$ cat config.mk
export PLATFORM = sky130hd
export DESIGN_NAME = dbus_req_ctrl
export DESIGN_NICKNAME = d
export VERILOG_FILES = /design/src/rtl/dbus_req_ctrl_pkg.sv /design/src/rtl/dbus_req_ctrl_timeout_cnt.sv /design/src/rtl/dbus_req_ctrl.sv
export SDC_FILE = /design/constraint.sdc
export NUM_CORES = 1
export LEC_CHECK = 0
export BUFFER_PORTS_ARGS = -buffer_cell sky130_fd_sc_hd__buf_4
export CORE_AREA = 2 2 160 162
export CTS_BUF_LIST = sky130_fd_sc_hd__clkbuf_4 sky130_fd_sc_hd__clkbuf_8
export CTS_CLUSTER_DIAMETER = 30
export DETAILED_ROUTE_END_ITERATION = 16
export DIE_AREA = 0 0 162 164
export PLACE_DENSITY = 0.62
export SLEW_MARGIN = 20
export SYNTH_ARGS = -nofsm -noshare
export SYNTH_HDL_FRONTEND = slang
export SYNTH_HIERARCHICAL = 1
export SYNTH_SLANG_ARGS = --single-unit
$ cat constraint.sdc
create_clock -name clk -period 4.74 [get_ports clk]
set_input_delay 1.185 -clock clk [delete_from_list [all_inputs] [get_ports clk]]
set_output_delay 1.185 -clock clk [all_outputs]
set_load 0.02 [all_outputs]
$ cat src/rtl/dbus_req_ctrl_pkg.sv
// Shared data-bus types plus the request-controller state encoding and watchdog default.
package dbus_req_ctrl_pkg;

  typedef enum logic [1:0] {
    MSIZE1,
    MSIZE2,
    MSIZE4,
    MSIZE8
  } msize_t;

  typedef logic [7:0] strobe_t;

  typedef struct packed {
    logic        valid;
    logic [63:0] addr;
    msize_t      size;
    strobe_t     strobe;
    logic [63:0] data;
  } dbus_req_t;

  typedef struct packed {
    logic        data_ok;
    logic [63:0] data;
  } dbus_resp_t;

  typedef enum logic [1:0] {
    DC_IDLE,
    DC_BUSY,
    DC_DRAIN
  } dbus_ctrl_state_t;

  localparam int unsigned DBUS_TIMEOUT_DEFAULT = 1024;

endpackage

$ cat src/rtl/dbus_req_ctrl_timeout_cnt.sv
// Watchdog counter for outstanding dbus requests; hit marks the last permitted cycle.
module dbus_timeout_cnt
  import dbus_req_ctrl_pkg::*;
#(
  parameter int unsigned TIMEOUT_CYCLES = DBUS_TIMEOUT_DEFAULT,
  parameter int unsigned CNT_W          = 11
) (
  input  logic clk,
  input  logic reset,
  input  logic clear,
  input  logic enable,
  output logic hit
);

  localparam logic [CNT_W-1:0] HIT_VAL = CNT_W'(TIMEOUT_CYCLES - 1);

  logic [CNT_W-1:0] cnt_q;

  always_ff @(posedge clk or posedge reset) begin
    if (reset) begin
      cnt_q <= '0;
    end else if (clear) begin
      cnt_q <= '0;
    end else if (enable) begin
      cnt_q <= cnt_q + 1'b1;
    end
  end

  assign hit = enable & (cnt_q == HIT_VAL);

endmodule

$ cat src/rtl/dbus_req_ctrl.sv
// Memory-stage to dbus request controller: zero-latency issue, hold until data_ok, drain on kill.
// Optional watchdog enabled by defining DBUS_TIMEOUT_EN.
module dbus_req_ctrl
  import dbus_req_ctrl_pkg::*;
#(
  parameter int unsigned TIMEOUT_CYCLES = DBUS_TIMEOUT_DEFAULT,
  parameter int unsigned CNT_W          = 11
) (
  input  logic       clk,
  input  logic       reset,
  input  dbus_req_t  m_req,
  input  logic       m_kill,
  output dbus_resp_t m_resp,
  output logic       m_stall,
  output dbus_req_t  dreq,
  input  dbus_resp_t dresp,
  output logic       busy,
  output logic       timeout_err
);

  dbus_ctrl_state_t state_q, state_d;
  dbus_req_t        req_q, req_d;
  logic             to_hit;

`ifdef DBUS_TIMEOUT_EN
  logic to_err_q;

  dbus_timeout_cnt #(
    .TIMEOUT_CYCLES(TIMEOUT_CYCLES),
    .CNT_W         (CNT_W)
  ) u_timeout_cnt (
    .clk   (clk),
    .reset (reset),
    .clear (state_q == DC_IDLE),
    .enable(state_q != DC_IDLE),
    .hit   (to_hit)
  );

  assign timeout_err = to_err_q;
`else
  assign to_hit      = 1'b0;
  assign timeout_err = 1'b0;
`endif

  always_ff @(posedge clk or posedge reset) begin
    if (reset) begin
      state_q <= DC_IDLE;
      req_q   <= '0;
`ifdef DBUS_TIMEOUT_EN
      to_err_q <= 1'b0;
`endif
    end else begin
      state_q <= state_d;
      req_q   <= req_d;
`ifdef DBUS_TIMEOUT_EN
      // A data_ok in the timeout cycle completes normally and raises no error.
      if (to_hit && !dresp.data_ok) begin
        to_err_q <= 1'b1;
      end
`endif
    end
  end

  // Outputs are gated while reset is high since IDLE forwards m_req combinationally.
  always_comb begin
    state_d = state_q;
    req_d   = req_q;
    dreq    = '0;
    m_resp  = '0;
    if (!reset) begin
      unique case (state_q)
        DC_IDLE: begin
          dreq       = m_req;
          dreq.valid = m_req.valid & ~m_kill;
          if (dreq.valid) begin
            if (dresp.data_ok) begin
              m_resp.data_ok = 1'b1;
              m_resp.data    = dresp.data;
            end else begin
              req_d   = m_req;
              state_d = DC_BUSY;
            end
          end
        end
        DC_BUSY: begin
          dreq       = req_q;
          dreq.valid = 1'b1;
          if (dresp.data_ok) begin
            if (!m_kill) begin
              m_resp.data_ok = 1'b1;
              m_resp.data    = dresp.data;
            end
            state_d = DC_IDLE;
          end else if (to_hit) begin
            // Dummy zero response unblocks the pipeline unless the instruction was squashed.
            m_resp.data_ok = ~m_kill;
            state_d        = DC_IDLE;
          end else if (m_kill) begin
            state_d = DC_DRAIN;
          end
        end
        DC_DRAIN: begin
          dreq       = req_q;
          dreq.valid = 1'b1;
          if (dresp.data_ok || to_hit) begin
            state_d = DC_IDLE;
          end
        end
        default: begin
          state_d = DC_IDLE;
        end
      endcase
    end
  end

  assign m_stall = m_req.valid & ~m_resp.data_ok;
  assign busy    = (state_q != DC_IDLE);

endmodule

After elaboration in Yosys (flattened, before gate mapping):

Index checks and enable logic that the tools add are counted.

* output and inout port bits: 207
* logic and storage cells: 37
* register bits: 140

* muxes and demuxes: 15
* bitwise logic cells: 6
* equality and inequality tests: 6
* reduce and logical (&&, ||, !) cells: 5

Operators with widths (count)
* $pmux W139 S2: 1
* $mux W65: 4
* $mux W139: 1
* $pmux W65 S2: 1
* $mux W64: 1
* $mux W2: 5
* $ne A2 B2 Y1 const B: 3
* $pmux W2 S3: 1
* $reduce_and A5 Y1: 1
* $not A1 Y1: 4
* $reduce_and A4 Y1: 1
* $ne A3 B3 Y1 const B: 1
* $and A1 B1 Y1: 2
* $eq A2 B1 Y1 const B: 1
* $eq A2 B2 Y1 const B: 1
* $logic_not A2 Y1: 1
* $reduce_bool A2 Y1: 1
* $reduce_or A2 Y1: 1
* $mux W1: 1

Logic depth before layout (Yosys ltp):

* word-level depth: 7
* gate-level depth with buffers: 8
* depth with buffers taken out: 5

Worst setup path after synthesis:

OpenSTA, ideal clock, no wires.

* path kind: input to output
* start: input port reset
* end: output port dreq[100] (netlist bit)
* arrival: 2215 ps
* path slack: 1340 ps
* stages on the path: 5
* buffers on the path: 3
* data required time: 3555 ps
* cells stage by stage: or2_2 clkbuf_1 clkbuf_1 buf_2 nor2_1

RTL lines
* start: declaration: line dbus_req_ctrl.sv:10 `input logic reset,`
* end: declaration: line dbus_req_ctrl.sv:15 `output dbus_req_t dreq,`

==> run summary <==
Clock insertion delay at the later pin of the skew report: 440 ps
Number of levels the H-tree was split into: 4
First-pass iteration count of the detailed router: 4
Area Overhead vs Synth: 50.2%
Slew at the pin closest to its max-slew limit: 851 ps
Number of rows created at floorplan: 58
Internal power contribution: 3.77 mW
Global-route usage over all layers: 19.1%
Endpoints failing hold: 0
RSZ-0062 raised after global routing: no
Worst path top cell family by delay: adder cells
Via density: 4.91
Routed Antenna Nets: 0
Max-cap violations: 0
Syn Inst Count: 719
Antenna cell count: 0
Reg-to-reg setup timing slack: 1860 ps
CTS clock-pin slew for the worst setup and hold paths: 70 ps
Sequential-to-total area share from yosys stat: 46.0%
Total power: 6.14 mW
Source of the worst hold timing path: req_q[41]
Worst r2r src: state_q[1]
Crit-path max cell delay: 690 ps
Master cell of the clock root buffer: clkbuf_8
Cell Pwr Density: 536 nW/um^2
Distinct cell type count of the synthesized netlist: 29
Run status: completed
Antenna violations before repair: 0
Smallest hold slack: 511 ps
Count of instances resized after the clock tree is built: 0
Via count of the first global-routing pass: 6821
Worst Path Max Fanout: 49
Global-route wire length before repair: 39500 um
Placed inst area: 11000 um^2
Number of stages on the worst hold path: 1
Final sum of negative setup slack: 0 ps
Total I/O pin count: 414
HPWL after DPL: 18600 um
Cell type with the largest total area after synthesis: dfrtp_1
Die width: 162 um
Count of flip-flops with a built-in enable after synthesis: 0
Number of DRC markers in iteration 0: 430
Initial Util: 30.7%
CP Buf/Inv Count: 3
Design Area, Final: 11400 um^2
DRT Wirelength: 26700 um
Overall via count from detail_route: 7038
Worst path slowest cell: ha_4
Critical Path End Type: output pin
Count of clock tree sinks: 140
Count of endpoints failing setup in the final report: 0
Setup WS pre-CTS: 1100 ps
Yosys warnings: 6
Crit path launch type: register
Worst setup path category: reg2out
Final weighted congestion in routability-driven placement: 0.795
Top cell by count, worst path: buf_4
CP required: 3560 ps
Worst r2r path cells: 7
Final global-route overflow total: 0
Post-Synthesis Cell Area: 7620 um^2
Per-instance average area after synthesis: 10.6 um^2
Asr flop ratio synth: 100%
Clock share of power: 18.8%
Clock period minus final worst setup slack: 3690 ps
Switching power share of the total: 38.5%
Area share of the largest cell type after synthesis: 46.0%
Area contributors post-synth: dfrtp_1 46%, mux2_2 20%, a22oi_1 14%
Worst-case vdd ir drop: 468 uV
Worst Hold Path EP: req_q[41]
Switching power: 2.36 mW
Clock Path Buffers: 2
Inserted Clock Buffers: 17
Crit. path cell count: 6
Least setup slack across all paths after layout: 1050 ps
Pin count of the biggest net entering global routing: 143
Leakage power total: 5.56 nW
CTS tree: built
Floorplan die area: 26600 um^2
Count of port buffers added during placement: 412
Combinational fraction of design power: 48.6%
Total setup buffers inserted after CTS: 0
Number of pins exceeding their max-slew limit in the final report: 0
Hold-fix buffer count after cts: 0
Core Area: 24800 um^2
Proportion of layout cells with a drive suffix above 1: 54.3%
Final Skew: 18.3 ps
DRC violation count after routing: 0
Capture point of the worst reg-to-reg path: req_q[76]
NumNets Final: 1304
Critical path data arrival time: 2500 ps
Number of synthesized register bits: 140
Vert. Die Dim: 164 um
Peak Freq: 271 MHz
Worst hold-check path type: reg2reg
Post-route clock period utilization: 77.8%
Sequential cell fraction of total power: 32.6%
Number of nets in the synthesized netlist: 930
Cells traversed along the worst timing path: inv_1 > ha_4 > buf_4 > a22oi_1 > nor2_1 > buf_4
Worst slew margin: 43.3%
Wire length per cell: 18.6 um
Top flip-flop cell by instance count after synthesis: dfrtp_1
state kept, by name (all words and copies together) (netlist names):
register,flops
req_q,138
state_q,2
metrics by stage:
stage	std cells	utilization, %
final	1434	46.1
after global routing	1434	46.1
after CTS	1433	46.0
after detailed placement	1403	44.1
after global placement	1403	44.1
after floorplan	719	-
power groups by stage:
| stage | Clock [mW] | Sequential (mW) | Combinational, mW |
|---|---|---|---|
| 6_report | 1.16 | 2.00 | 2.98 |
| 5_1_grt | 1.25 | 2.06 | 3.23 |
| 4_1_cts | 1.20 | 1.99 | 3.02 |
| 3_5_place_dp | 0 | 2.01 | 3.01 |
| 3_3_place_gp | 0 | 1.99 | 2.98 |
| 2_1_floorplan | 0 | 1.95 | 1.94 |
logic make-up (layout without fill, tap and decap cells):
logic type	Yosys count	count (layout)	synth area share, %
other	1	1	0.0492
AND/OR/NAND/NOR	215	215	13.3
AO/OA/AOI/OAI	146	146	14.4
adder cells (fa/ha/maj)	4	4	0.657
flip-flops	140	140	46.0
buffers and inverters	75	460	5.22
multiplexers	138	138	20.4
cell usage after synthesis (all sizes together), types with 2 or more instances:
master / count
ha: 4
dfrtp: 140
clkbuf: 41
nor2: 141
mux2: 138
a22oi: 138
nand2b: 2
inv: 5
and2: 64
buf: 29
a21oi: 2
layout by cell type, fill, tap and decap left out:
cell type and count:
a22oi_1 138, nor2b_1 1, ha_1 3, a32oi_1 1, buf_16 1, bufinv_16 5
nor4_4 1, a22o_1 1, clkinv_4 3, buf_12 7, a211o_1 1, nand2_1 1
clkinvlp_4 2, a21oi_1 2, mux2_2 138, clkbuf_8 20, o221ai_1 1, or2_4 1
or3_1 1, inv_1 4, clkinv_2 1, o21ba_2 1, buf_4 417, conb_1 1
ha_4 1, nor2_1 141, nand2b_1 2, dfrtp_1 140, nor3_1 1, o21ai_0 1
nand3b_1 1, and2_1 64, nor4b_4 1
per-layer routing:
layer	share of wire [%]	up-vias	wire length (um)	global-route usage, %
met2	50	269	13300	32.6
met1	40	3439	10600	22.7
met3	8.2	30	2190	6.57
met4	2.2	0	589	6.11
li1	-	3300	-	-
met5	0	-	0	0
worst max-delay path by stage:
stage / from / endpoint / slack, ps
global route: state_q[1] / dreq[1] / 780
finish: state_q[1] / dreq[129] / 1050
global placement: reset / dreq[96] / 1110
floorplan: reset / dreq[100] / 1340
CTS: state_q[1] / dreq[133] / 990
detailed placement: reset / m_resp[59] / 1100
worst register-to-register path, cell delays in order, from the launching register on:
cell and delay, ps:
dfrtp_1 420, inv_1 160, ha_4 170, buf_12 380
nand2_1 320, nor4_4 440, buf_12 410, mux2_2 480
layout make-up:
| cell class | count | area, um^2 |
|---|---|---|
| fillers | 2382 | 13400 |
| multi-input cells | 504 | 3740 |
| flip-flops and latches | 140 | 3500 |
| repair buffers | 425 | 3300 |
| well taps | 330 | 413 |
| clock buffers | 20 | 275 |
| clock inverters | 10 | 189 |
| inverters | 5 | 22.5 |
No activity file was read; power rests on OpenSTA's default activity.
